$ cat src/rtl/sr_cmd_gen.sv
// Button front-end for the SR stage: 2-flop sync + debounce per button, rising-edge
// requests, and an IDLE/GAP arbiter that issues one-cycle s/r pulses with a guard gap.
`timescale 1ns/1ps
module sr_cmd_gen #(
  parameter int DEBOUNCE_CYCLES = 16,
  parameter int GAP_CYCLES      = 4
) (
  input  logic clk,
  input  logic rst_n,
  input  logic set_btn,
  input  logic clr_btn,
  output logic s,
  output logic r,
  output logic conflict,
  output logic busy
);

  localparam int CW = $clog2(DEBOUNCE_CYCLES);
  localparam int GW = $clog2(GAP_CYCLES + 1);
  localparam logic [CW-1:0] CNT_MAX  = CW'(DEBOUNCE_CYCLES - 1);
  localparam logic [GW-1:0] GAP_LOAD = GW'(GAP_CYCLES);
  localparam logic [GW-1:0] GAP_LAST = GW'(1);

  typedef enum logic {ST_IDLE, ST_GAP} state_t;

  // Channel 0 is set, channel 1 is clear.
  logic [1:0]    w_btn;
  logic [1:0]    r_sync1, r_sync2, r_deb, r_deb_q;
  logic [CW-1:0] r_cnt [2];
  logic [1:0]    w_req;

  assign w_btn = {clr_btn, set_btn};

  always_ff @(posedge clk) begin
    if (!rst_n) begin
      r_sync1 <= '0;
      r_sync2 <= '0;
      r_deb   <= '0;
      r_deb_q <= '0;
      // NOTE: r_cnt is a pair of small flop counters, not RAM, so it is reset like any other state.
      for (int i = 0; i < 2; i++) r_cnt[i] <= '0;
    end else begin
      // NOTE: non-blocking assignments keep every flop sampling pre-edge values, which is what makes the sync chain two stages deep.
      r_sync1 <= w_btn;
      r_sync2 <= r_sync1;
      r_deb_q <= r_deb;
      for (int i = 0; i < 2; i++) begin
        if (r_sync2[i] == r_deb[i]) begin
          r_cnt[i] <= '0;
        end else if (r_cnt[i] == CNT_MAX) begin
          r_deb[i] <= ~r_deb[i];
          r_cnt[i] <= '0;
        end else begin
          r_cnt[i] <= r_cnt[i] + 1'b1;
        end
      end
    end
  end

  assign w_req = r_deb & ~r_deb_q;

  state_t        r_state, w_state_nxt;
  logic [GW-1:0] r_gap_cnt, w_gap_nxt;
  logic          r_pend_s, r_pend_r, w_pend_s_nxt, w_pend_r_nxt;
  logic          r_s_pulse, r_r_pulse, r_conf_pulse;
  logic          w_s_nxt, w_r_nxt, w_conf_nxt;
  logic          w_eff_s, w_eff_r;

  assign w_eff_s = w_req[0] | r_pend_s;
  assign w_eff_r = w_req[1] | r_pend_r;

  always_comb begin
    // NOTE: every output of this block gets a default first so no path can infer a latch.
    w_state_nxt  = r_state;
    w_gap_nxt    = r_gap_cnt;
    w_pend_s_nxt = r_pend_s;
    w_pend_r_nxt = r_pend_r;
    w_s_nxt      = 1'b0;
    w_r_nxt      = 1'b0;
    w_conf_nxt   = 1'b0;
    case (r_state)
      ST_IDLE: begin
        w_pend_s_nxt = 1'b0;
        w_pend_r_nxt = 1'b0;
        if (w_eff_s && w_eff_r) begin
          w_conf_nxt = 1'b1;
        end else if (w_eff_s || w_eff_r) begin
          w_s_nxt     = w_eff_s;
          w_r_nxt     = w_eff_r;
          w_state_nxt = ST_GAP;
          w_gap_nxt   = GAP_LOAD;
        end
      end
      ST_GAP: begin
        w_gap_nxt = r_gap_cnt - 1'b1;
        if (r_gap_cnt == GAP_LAST) w_state_nxt = ST_IDLE;
        // Latest request wins the pending slot; a same-cycle pair cancels it.
        if (w_req[0] && w_req[1]) begin
          w_pend_s_nxt = 1'b0;
          w_pend_r_nxt = 1'b0;
          w_conf_nxt   = 1'b1;
        end else if (w_req[0]) begin
          w_pend_s_nxt = 1'b1;
          w_pend_r_nxt = 1'b0;
        end else if (w_req[1]) begin
          w_pend_s_nxt = 1'b0;
          w_pend_r_nxt = 1'b1;
        end
      end
      default: w_state_nxt = ST_IDLE;
    endcase
  end

  always_ff @(posedge clk) begin
    if (!rst_n) begin
      r_state      <= ST_IDLE;
      r_gap_cnt    <= '0;
      r_pend_s     <= 1'b0;
      r_pend_r     <= 1'b0;
      r_s_pulse    <= 1'b0;
      r_r_pulse    <= 1'b0;
      r_conf_pulse <= 1'b0;
    end else begin
      r_state      <= w_state_nxt;
      r_gap_cnt    <= w_gap_nxt;
      r_pend_s     <= w_pend_s_nxt;
      r_pend_r     <= w_pend_r_nxt;
      r_s_pulse    <= w_s_nxt;
      r_r_pulse    <= w_r_nxt;
      r_conf_pulse <= w_conf_nxt;
    end
  end

  assign s        = r_s_pulse;
  assign r        = r_r_pulse;
  assign conflict = r_conf_pulse;
  assign busy     = (r_state == ST_GAP);

endmodule

$ cat config.mk
export PLATFORM = sky130hd
export DESIGN_NAME = sr_cmd_gen
export DESIGN_NICKNAME = d
export VERILOG_FILES = /design/src/rtl/sr_cmd_gen.sv
export SDC_FILE = /design/constraint.sdc
export NUM_CORES = 1
export LEC_CHECK = 0
export CORE_MARGIN = 2
export CORE_UTILIZATION = 30
export CTS_CLUSTER_SIZE = 10
export DETAILED_ROUTE_END_ITERATION = 16
export HOLD_SLACK_MARGIN = 0.12
export MAX_ROUTING_LAYER = met4
export PLACE_DENSITY = 0.5
export SETUP_SLACK_MARGIN = 0.1
export SLEW_MARGIN = 25
export SYNTH_ARGS = -nofsm -noshare
export SYNTH_HDL_FRONTEND = slang
export SYNTH_SLANG_ARGS = --single-unit
$ cat constraint.sdc
create_clock -name clk -period 1.85 [get_ports clk]
set_input_delay 0.185 -clock clk [delete_from_list [all_inputs] [get_ports clk]]
set_output_delay 0.185 -clock clk [all_outputs]
set_load 0.005 [all_outputs]
# == Word level (Yosys, flattened, before mapping) ==
# Memory sizes are Yosys's and may differ from the RTL's.
# Index checks and enable logic that the tools add are counted.
# word_totals
ramBits,8
n_memories,1
word_cells,95
reg_bits,17
input_bits,4
# op_classes
eq_ne,8
n_reduce_logical,7
mux,47
add_sub_neg,3
n_bitwise,17
# mem_list
name,words,word_bits,rd,rd_clocked_by_memory_dff,write_ports,line,text
r_cnt,2,4,2,0,2,29,logic [CW-1:0] r_cnt [2];
# op_table
operator,count
$mux W1,34
$mux W4,6
$add A4 B1 Y4 const B,2
$eq A4 B4 Y1 const B,2
$or A1 B1 Y1,8
$pmux W1 S2,4
$not A1 Y1,7
$mux W3,2
$pmux W3 S2,1
$reduce_and A2 Y1,3
$ne A2 B2 Y1 const B,2
$ne A4 B3 Y1 const B,1
$reduce_or A4 Y1,1
$eq A3 B1 Y1 const B,1
$sub A3 B1 Y3 const B,1
$and A2 B2 Y2,1
$eq A1 B1 Y1,2
$logic_and A1 B1 Y1,2
$not A2 Y2,1
$logic_or A1 B1 Y1,1

# == Longest topological paths before layout ==
# logic_depth
depth_word,7
mapped_depth,7

# == Least setup slack after synthesis ==
# Ideal clock, no wire load.
# synth_path
kind,flip-flop to flip-flop
from,register r_deb[0]
to,register r_gap_cnt[0]
n_path_buf,0
stages_incl_launch_ff,8
period_less_slack_ns,1.437
setup_ns,0.115
slack_ns,0.413
arrival_ns,1.323
cell_sequence,dfxtp_1 > and2b_2 > nor2_2 > inv_1 > ha_1 > nor2_1 > nor3_1 > o21a_1
# synth_between
elab_chain_len,5
elab_cells_between_ends,7
classes_between,2 x eq/ne; 2 x bitwise; 3 x reduce/logical
# synth_lines
item,line,text
start: declaration,28,"logic [1:0] r_sync1, r_sync2, r_deb, r_deb_q;"
start signal: indexed assignment,51,r_deb[i] <= ~r_deb[i];
$and A2 B2 Y2 (*),60,assign w_req = r_deb & ~r_deb_q;
$or A1 B1 Y1 (*),69,assign w_eff_s = w_req[0] | r_pend_s;
named net w_eff_s,67,"logic w_eff_s, w_eff_r;"
$logic_or A1 B1 Y1 or $logic_and A1 B1 Y1 (tied branches),"87, 85",
$ne A2 B2 Y1 (no source line),n/a,
$reduce_and A2 Y1 (no source line) (*),n/a,
end signal: assignment,125,r_gap_cnt <= w_gap_nxt;
end: declaration,63,"logic [GW-1:0] r_gap_cnt, w_gap_nxt;"
# The timed path passes the listed nets; every way through them passes the cells marked *.
# A chain may end at the register's enable or synchronous reset.

# == Worst setup path in the final report ==
# Same ends and word-level chain as after synthesis.

==> summary.txt <==
Run status
  – Status: finished clean

Global routing
  – Vias in the first global route: 671
  – Largest net degree at the start of global routing: 16
  – Initial antenna violation count: 0
  – Gr usage total: 9.39%
  – GR Overflow Total: 0
  – First-pass GRT wire length: 2840 um

Die
  – IO Pins: 8
  – Die height: 63.5 um
  – Rows: 21
  – Width of the die: 63.5 um
  – Total core area: 0.00336 sq mm
  – Initial Util: 31.6%
  – Full die area: 0.00403 sq mm

Yosys
  – Synth unique cells: 29
  – Post-synth ARST share: 0%
  – Register area share after synthesis: 54.7%
  – Post-synthesis compound-gate area fraction: 3.65%
  – Cells after Synth: 98
  – Xor and xnor area share after synthesis: 4.95%
  – Post-synthesis adder-cell area fraction: 7.07%
  – Most frequent cells after synthesis: dfxtp_1 (17), nor2_1 (9), edfxtp_1 (8), nand3_1 (8), inv_1 (7)
  – Synth top area cells: dfxtp_1 (32%), edfxtp_1 (23%), ha_1 (7.1%)
  – Mapped cell area: 0.00106 sq mm
  – Syn. warnings: 0
  – Post-synthesis mux area share: 2.83%
  – Synth top area share: 32.0%
  – Synth area leader: dfxtp_1
  – Count leader, synth: dfxtp_1
  – Simple-gate share of the synthesized area: 21.8%
  – Main flop type after synthesis: dfxtp_1
  – Syn Area/Cell: 10.8 sq um
  – Synth Register Bits: 25
  – Post-synth EDFFs: 8
  – Largest family of logic cells by synthesized area: simple AND/OR/NAND/NOR gates

Layout
  – Antenna cells: 0
  – Fin nets: 126
  – Fillers: 379
  – Area Overhead vs Synth: 16.6%
  – Final instance area: 0.00124 sq mm
  – Post-layout util: 36.8%
  – Layout cell share with drive strength beyond 1: 13.9%

Setup path
  – CP arrival: 1.77 ns
  – Buf+Inv Stages, Crit Path: 1
  – CP most frequent cell: nor2_2
  – Crit path required time: 2.09 ns
  – CP delay by family, top: simple AND/OR/NAND/NOR gates
  – Critical path's slowest cell: dfxtp_1
  – CP Class: register to register
  – Crit path cell chain: and2b_2, nor2_2, inv_1, ha_1, nor2_2, nor3_1, o21a_1
  – Crit end category: register
  – Worst-path maximum fanout: 4
  – Worst setup SP type: register
  – CP peak stage delay: 0.36 ns
  – Crit path from: r_deb[0]
  – RR Startpoint: r_deb[0]

Power
  – Leakage: 0.529 nW
  – P per Cell Area: 705 mW/mm^2
  – Peak supply drop: 0.000273 V

STA
  – Fin worst setup slack: 0.320 ns
  – Unrepaired setup endpoints after global routing: false
  – Post-Route Setup TNS: 0 ns
  – Maximum achievable frequency: 654 MHz
  – Period minus WS final: 1.53 ns
  – Final setup viols: 0
  – Clk_skew: 0.00851 ns
  – Slew Limit Fails: 0
  – Period utilization: 82.7%
  – Hold Vio Cnt, Final: 0
  – Min Hold Slack: 0.422 ns

CTS
  – Clock Tree Buf Depth: 2
  – CTS tree: built
  – Clock Sinks: 25
  – Cts hold-fix bufs: 0
  – Root Driver: clkbuf_4
  – Clock transition at the registers of the reported paths: 0.14 ns
  – Latest clock arrival within the worst-skew pair: 0.32 ns
  – Total CTS buffers: 3
  – H-tree Lvls: 1

Detailed routing
  – Iter 0 DRT Violations: 31
  – Drt pass-1 iters: 3
  – Post-DR wirelength/cell: 9.60 um
  – Post-Route WL: 1550 um
  – DRT antenna net count: 0
  – Via/cell ratio: 3.98
  – DR DRC count: 0
  – DR vias: 641

Placed design
  – Dpl cell area: 0.00121 sq mm
  – Pre-CTS setup slack: 0.245 ns
  – Gp weighted congestion: 0.692
  – Post-DP HPWL: 1160 um
  – # port buffers: 7

Run
  – Max-cap violations: 0

Min path
  – Critical hold path startpoint: set_btn
  – Hold Path Class: input pin to register
## sequential cells by signal, summed over array words and instances (netlist names)
name,flops
r_pend_r,1
busy,1
s,1
r_cnt,8
r_deb,2
r_gap_cnt,3
r_deb_q,2
r_sync2,2
conflict,1
r_pend_s,1
r_sync1,2
r,1
## power by group
| part | total (W) | switching [W] | internal, W |
|---|---|---|---|
| Combinational | 0.0000357 | 0.0000177 | 0.0000180 |
| Clock | 0.000251 | 0.000167 | 0.0000841 |
| Sequential | 0.000586 | 0.00000755 | 0.000578 |
| Total | 0.000873 | 0.000192 | 0.000680 |
## repair_timing
| action | CTS | global route |
|---|---|---|
| buffers inserted | 0 | 0 |
| setup endpoints to repair | 0 | 3 |
| gates resized for setup | 0 | 1 |
## through the flow
| stage | instances | power, W |
|---|---|---|
| finish | 161 | 0.000873 |
| global route | 161 | 0.000917 |
| CTS | 161 | 0.000891 |
| detailed placement | 157 | 0.000635 |
| global placement | 157 | 0.000633 |
| floorplan | 105 | 0.000622 |
## logic make-up after synthesis
kind of cell	after synthesis
and+or+nand+nor	41
DFF	25
buffers and inverters	10
adders and majority gates	6
AOI/OAI and AO/OA	6
xor gates and xnor gates	6
muxes	3
other	1
## cell type report
type	instances	area (sq um)	area share, %
timing repair buffer	9	85.1	6.87
tap	46	57.6	4.65
sequential	25	581	46.9
multi-input combinational	70	460	37.2
inverter	7	26.3	2.12
clock inverter	1	6.26	0.505
clock buffer	3	22.5	1.82
## cell usage in the layout, fill, tap and decap left out, drive strengths merged
cell	Yosys	layout
and2b	2	2
clkdlybuf4s50	0	7
a21oi	1	1
nand3b	1	1
nand2	2	2
dfxtp	17	17
and2	7	7
nor2	11	11
edfxtp	8	8
o21a	1	1
nor3	3	3
o21ai	1	1
nand3	8	8
a21boi	1	1
mux2i	3	3
and3	2	2
conb	1	8
buf	3	2
ha	6	6
nand2b	2	2
nor2b	3	3
a31oi	1	1
xor2	6	6
inv	7	8
o31ai	1	1
clkbuf	0	3
## per-layer routing
| layer | up-vias | part of all wire (%) | global-route usage [%] |
|---|---|---|---|
| met2 | 3 | 47 | 14.5 |
| met1 | 289 | 50 | 11.0 |
| met5 | - | 0 | - |
| met3 | 2 | 2.0 | 2.14 |
| met4 | 0 | 0.91 | 5.98 |
| li1 | 347 | - | - |
## path summary, 6_finish.rpt
| kind | end | slack, ns | depth (start not counted) |
|---|---|---|---|
| max | r_gap_cnt[0] | 0.32 | 7 |
| min | r_sync1[0] | 0.42 | 2 |
| max reg2reg | r_gap_cnt[0] | 0.32 | 7 |
| min reg2reg | r_sync2[1] | 0.45 | 1 |
No activity file was read; power rests on OpenSTA's default activity.
